==> src/rtl/frame_scan_ctrl.sv <==
// Frame scan sequencer: walks lines x focal zones, firing PREP/FIRE/LISTEN/GAP
// gate windows per zone and pulsing End_Gate once per completed frame.
module frame_scan_ctrl #(
  parameter int PR_CYC   = 16,
  parameter int TX_CYC   = 8,
  parameter int RX_CYC   = 1024,
  parameter int GAP_CYC  = 32,
  parameter int LINE_MAX = 255
) (
  input  logic       clk,
  input  logic       reset_n,
  input  logic       start,
  input  logic       stop,
  input  logic       continuous,
  input  logic [1:0] cfg_focus_cnt,
  output logic [7:0] Line_Num,
  output logic [1:0] Focus_Num,
  output logic       Pr_Gate,
  output logic       RX_Gate,
  output logic       Envelop,
  output logic       End_Gate,
  output logic       busy
);

  typedef enum logic [2:0] {
    IDLE   = 3'd0,
    PREP   = 3'd1,
    FIRE   = 3'd2,
    LISTEN = 3'd3,
    GAP    = 3'd4,
    FEND   = 3'd5
  } state_t;

  localparam logic [15:0] PR_LOAD   = 16'(PR_CYC - 1);
  localparam logic [15:0] TX_LOAD   = 16'(TX_CYC - 1);
  localparam logic [15:0] RX_LOAD   = 16'(RX_CYC - 1);
  localparam logic [15:0] GAP_LOAD  = 16'(GAP_CYC - 1);
  localparam logic [7:0]  LINE_LAST = 8'(LINE_MAX);

  // A zero zone count is treated as a single zone.
  function automatic logic [1:0] norm_focus(input logic [1:0] cfg);
    norm_focus = (cfg == 2'd0) ? 2'd1 : cfg;
  endfunction

  state_t      state_r, state_s;
  logic [15:0] cnt_r, cnt_s;
  logic [1:0]  focus_cnt_r, focus_cnt_s;
  logic [7:0]  line_s;
  logic [1:0]  focus_s;
  logic        abort_s;
  logic        done_s;

  // Next-state, phase counter and line/zone stepping.
  always_comb begin
    state_s     = state_r;
    cnt_s       = cnt_r;
    line_s      = Line_Num;
    focus_s     = Focus_Num;
    focus_cnt_s = focus_cnt_r;
    abort_s     = stop && (state_r != IDLE);
    done_s      = (cnt_r == 16'd0);
    if (abort_s) begin
      state_s = IDLE;
      cnt_s   = 16'd0;
    end else begin
      case (state_r)
        IDLE: begin
          if (start && !stop) begin
            state_s     = PREP;
            cnt_s       = PR_LOAD;
            line_s      = 8'd0;
            focus_s     = 2'd0;
            focus_cnt_s = norm_focus(cfg_focus_cnt);
          end else begin
            cnt_s = 16'd0;
          end
        end
        PREP: begin
          if (done_s) begin
            state_s = FIRE;
            cnt_s   = TX_LOAD;
          end else begin
            cnt_s = cnt_r - 16'd1;
          end
        end
        FIRE: begin
          if (done_s) begin
            state_s = LISTEN;
            cnt_s   = RX_LOAD;
          end else begin
            cnt_s = cnt_r - 16'd1;
          end
        end
        LISTEN: begin
          if (done_s) begin
            state_s = GAP;
            cnt_s   = GAP_LOAD;
          end else begin
            cnt_s = cnt_r - 16'd1;
          end
        end
        GAP: begin
          if (!done_s) begin
            cnt_s = cnt_r - 16'd1;
          end else if (Focus_Num < (focus_cnt_r - 2'd1)) begin
            state_s = PREP;
            cnt_s   = PR_LOAD;
            focus_s = Focus_Num + 2'd1;
          end else if (Line_Num < LINE_LAST) begin
            state_s = PREP;
            cnt_s   = PR_LOAD;
            focus_s = 2'd0;
            line_s  = Line_Num + 8'd1;
          end else begin
            state_s = FEND;
            cnt_s   = 16'd0;
          end
        end
        FEND: begin
          if (continuous) begin
            state_s     = PREP;
            cnt_s       = PR_LOAD;
            line_s      = 8'd0;
            focus_s     = 2'd0;
            focus_cnt_s = norm_focus(cfg_focus_cnt);
          end else begin
            state_s = IDLE;
            cnt_s   = 16'd0;
          end
        end
        default: begin
          state_s = IDLE;
          cnt_s   = 16'd0;
        end
      endcase
    end
  end

  // State, counters and registered gate decode of the upcoming state.
  always_ff @(posedge clk or negedge reset_n) begin
    if (!reset_n) begin
      state_r     <= IDLE;
      cnt_r       <= 16'd0;
      focus_cnt_r <= 2'd1;
      Line_Num    <= 8'd0;
      Focus_Num   <= 2'd0;
      Pr_Gate     <= 1'b0;
      RX_Gate     <= 1'b0;
      Envelop     <= 1'b0;
      End_Gate    <= 1'b0;
      busy        <= 1'b0;
    end else begin
      state_r     <= state_s;
      cnt_r       <= cnt_s;
      focus_cnt_r <= focus_cnt_s;
      Line_Num    <= line_s;
      Focus_Num   <= focus_s;
      Pr_Gate     <= (state_s == PREP);
      RX_Gate     <= (state_s == FIRE);
      Envelop     <= (state_s == LISTEN);
      End_Gate    <= (state_s == FEND);
      busy        <= (state_s != IDLE);
    end
  end

endmodule

==> config.mk <==
export PLATFORM = sky130hd
export DESIGN_NAME = frame_scan_ctrl
export DESIGN_NICKNAME = d
export VERILOG_FILES = /design/src/rtl/frame_scan_ctrl.sv
export SDC_FILE = /design/constraint.sdc
export NUM_CORES = 1
export LEC_CHECK = 0
export ABC_CLOCK_PERIOD_IN_PS = 3600
export CAP_MARGIN = 15
export CORE_MARGIN = 3
export CORE_UTILIZATION = 24
export CTS_BUF_LIST = sky130_fd_sc_hd__clkbuf_8
export DETAILED_ROUTE_END_ITERATION = 10
export GPL_TIMING_DRIVEN = 1
export PLACE_DENSITY_LB_ADDON = 0.05
export SYNTH_ARGS = -nofsm -noshare
export SYNTH_HDL_FRONTEND = slang
export SYNTH_SLANG_ARGS = --single-unit
==> constraint.sdc <==
create_clock -name clk -period 3.6 [get_ports clk]
set_input_delay 0.72 -clock clk [delete_from_list [all_inputs] [get_ports clk]]
set_output_delay 0.72 -clock clk [all_outputs]
set_load 0.05 [all_outputs]
==> flow_metrics.tcl <==
set metrics [dict create \
    skew_ps 9.40 \
    fin_tns_setup_ps 0 \
    synth_fa_ha_area_share_pct 1.81 \
    synthTopCellsByArea "dfrtp_1 (42%), nor2_1 (5.2%), a21oi_1 (4.1%)" \
    io_buffers 21 \
    vias 1762 \
    synth-compound-area-share_pct 18.7 \
    critical_path.max_fanout 6 \
    whs_endpoint "focus_cnt_r[1]$_DFFE_PN0P_" \
    wl_um 5560 \
    power_density_nw_per_um2 696 \
    relSlewSlack_pct 44.0 \
    fp.dieArea_um2 9800 \
    crit_arrival_ps 3040 \
    gp_congestion 0.720 \
    synth-xor-area-share_pct 5.49 \
    hp-class "reg -> reg" \
    clk_latency_ps 290 \
    syn_area_um2 2080 \
    synth_edf_count 0 \
    synthMuxAreaShare_pct 1.93 \
    first_global_vias 1807 \
    die_h_um 99 \
    dp.cells 356 \
    num_antenna_cells 0 \
    ctsResizeCount 0 \
    ys_ff_latch 36 \
    p_comb_share_pct 51.3 \
    hp-start "focus_cnt_r[1]$_DFFE_PN0P_" \
    p_clk_share_pct 17.3 \
    min_period_ps 2860 \
    start_util_pct 25.0 \
    r2r-start "cnt_r[6]$_DFF_PN0_" \
    dpl.hpwl_um 4010 \
    switching_share_pct 43.2 \
    post_drt_via_cell_ratio 4.84 \
    yosysWarnings 0 \
    worstPathRequired_ps 3780 \
    synth_fp_nets 244 \
    cts_inserted_buffers 5 \
    grt_first_pass_wirelength_um 9430 \
    finalSetupViolCount 0 \
    overflow 0 \
    ys_seq_area_share_pct 43.5 \
    fin_crit_sh_pct 79.5 \
    drc 0 \
    final_cell_area_um2 2510 \
    num-fill-cells 880 \
    synth.avg_cell_area_um2 8.87 \
    reg2reg_slack_ps 740 \
    synth_top_family_by_area "simple AND/OR/NAND/NOR gates" \
    intPower_uw 990 \
    pin_count 22 \
    p_sw_uw 754 \
    whs_path_depth 2 \
    grt_max_degree 37 \
    grt_antenna_before_repair 0 \
    sequentialPowerShare_pct 31.4 \
    clkSinkCount 36 \
    area_delta_synth_final_pct 20.8 \
    postRouteAntennaNets 0 \
    max_cap_viol_count 0 \
    synth_ff_type "dfrtp_1" \
    drive_gt1_share_pct 8.49 \
    cts_tree "yes" \
    ys_types 46 \
    critPathCaptureType "flop" \
    synth_cells 234 \
    timing.rr.end "Line_Num[2]$_DFFE_PN0P_" \
    ys_async_sr_fraction_pct 100 \
    netlist.area_leader.share_pct 42.2 \
    grtUsageTotal_pct 12.1 \
    rsz0062_at_grt "no" \
    max_freq_ghz 0.349 \
    cts_root_buffer "clkbuf_8" \
    p_leak_nw 1.05 \
    worstMarginPinSlew_ps 839 \
    r2r_cells 5 \
    ir_drop_v 0.000205 \
    synth_top_area_cell "dfrtp_1" \
    critPathLaunchType "flop" \
    criticalPathCategory "reg -> reg" \
    cts.htree.levels 2 \
    die_width_um 99 \
    cts_buffer_depth 2 \
    cts_hold_buf 0 \
    wl_per_cell_um 15.3 \
    post-cts-setup-buffers 0 \
    slew_viol_final 0 \
    fin_nets 268 \
    hold_viol 0 \
    placed_cell_area_um2 2420 \
    drt_iter0_drc 111 \
    drtPass1Iterations 4 \
    core-area_um2 8300 \
    run_status "finished, final reports clean" \
    final_cells 364 \
    num_rows 33 \
    synthSimpleGateAreaFrac_pct 25.5 \
    clkSlewWorstSetupHoldPaths_ps 80 \
]
## synthesized netlist by cell type (2+ instances only)
| master | number |
|---|---|
| nor2_1 | 29 |
| a21oi_1 | 17 |
| nand3_1 | 8 |
| inv_1 | 9 |
| nor2b_1 | 3 |
| o21a_1 | 2 |
| or4_1 | 4 |
| xor2_1 | 6 |
| ha_1 | 3 |
| or4b_2 | 3 |
| a221oi_1 | 2 |
| nand2_1 | 17 |
| a22oi_1 | 3 |
| a211o_1 | 2 |
| nor3_1 | 5 |
| nor4_1 | 3 |
| clkbuf_1 | 7 |
| o211ai_1 | 3 |
| or2_2 | 2 |
| a32o_1 | 2 |
| nand2b_1 | 7 |
| or4b_4 | 2 |
| dfrtp_1 | 35 |
| mux2i_1 | 4 |
| o21ai_0 | 17 |
| a211oi_1 | 2 |
| xnor2_1 | 7 |
| nand4_1 | 6 |
| or3_1 | 7 |
## cell usage in the layout (no fill, tap or decap), types with 2 or more instances in the layout
cell type,netlist,layout
dfrtp_1,35,35
nor2_1,29,29
clkdlybuf4s50_1,0,20
o21ai_0,17,17
a21oi_1,17,17
nand2_1,17,17
inv_1,9,11
nand3_1,8,8
or3_1,7,7
nand2b_1,7,7
xnor2_1,7,7
xor2_1,6,6
nand4_1,6,6
clkbuf_8,0,6
nor3_1,5,5
or4_1,4,4
mux2i_1,4,4
buf_4,0,4
or4b_2,3,3
o211ai_1,3,3
a22oi_1,3,3
nor2b_1,3,3
ha_1,3,3
or2_2,2,2
or4b_4,2,2
nor4_1,3,2
o21a_1,2,2
a211oi_1,2,2
a221oi_1,2,2
a211o_1,2,2
a32o_1,2,2
## power groups by stage
stage | registers, mW | logic (mW) | clock network (mW)
3_5_place_dp | 0.557 | 0.897 | 0
2_1_floorplan | 0.567 | 0.646 | 0
4_1_cts | 0.550 | 0.904 | 0.315
6_report | 0.549 | 0.895 | 0.301
3_3_place_gp | 0.558 | 0.915 | 0
5_1_grt | 0.562 | 1.01 | 0.337
## area by class of cell
| cell class | instances | area, um^2 | area share, % |
|---|---|---|---|
| Multi-Input combinational cell | 181 | 1110 | 44.5 |
| Sequential cell | 36 | 902 | 36.0 |
| Timing Repair Buffer | 25 | 235 | 9.38 |
| Tap cell | 105 | 131 | 5.24 |
| Clock buffer | 6 | 82.6 | 3.29 |
| Inverter | 9 | 33.8 | 1.35 |
| Clock inverter | 2 | 7.51 | 0.299 |
## logic make-up after synthesis
group                    Yosys count
XOR/XNOR                          13
flip-flops                        36
multiplexers                       4
adder cells (fa/ha/maj)            3
AND/OR/NAND/NOR                  100
buffers and inverters             17
AO/OA/AOI/OAI                     61
## worst max-delay path by stage
stage,from,end,slack (ps),cells past startpoint
finish,cnt_r[6]$_DFF_PN0_,Line_Num[2]$_DFFE_PN0P_,740,5
detailed placement,stop,Line_Num[7]$_DFFE_PN0P_,620,6
floorplan,cnt_r[6]$_DFF_PN0_,Line_Num[2]$_DFFE_PN0P_,940,5
global placement,stop,Line_Num[5]$_DFFE_PN0P_,670,6
CTS,cnt_r[0]$_DFF_PN0_,busy$_DFF_PN0_,740,7
global route,cnt_r[0]$_DFF_PN0_,busy$_DFF_PN0_,500,7
## metal layers
| layer | part of all wire (%) | GRT usage (%) |
|---|---|---|
| met3 | 1.9 | 2.41 |
| met4 | 0.99 | 3.47 |
| met1 | 50 | 16.5 |
| met5 | 0 | 0 |
| met2 | 47 | 19.3 |
## flip-flops by register name (all words and copies together) (netlist names)
name and flops:
Line_Num 8, RX_Gate 1, Pr_Gate 1, End_Gate 1, focus_cnt_r 2, Envelop 1
Focus_Num 2, busy 1, state_r 3, cnt_r 16
## worst max-delay path, stage by stage, from the launching register on
cell,delay [ps]
dfrtp_1,420
or4_1,670
or4b_4,620
or4b_4,610
a211o_1,310
o2bb2ai_1,120
## stage by stage
| stage | hold WS [ps] | power, mW | utilization [%] | setup WS, ps |
|---|---|---|---|---|
| final | 513 | 1.74 | 30.2 | 737 |
| after global routing | 544 | 1.91 | 30.2 | 500 |
| after CTS | 519 | 1.77 | 30.2 | 738 |
| after detailed placement | 502 | 1.45 | 29.1 | 619 |
| after global placement | 505 | 1.47 | 29.1 | 667 |
| after floorplan | 424 | 1.21 | - | 938 |
(Power assumes the default switching activity.)
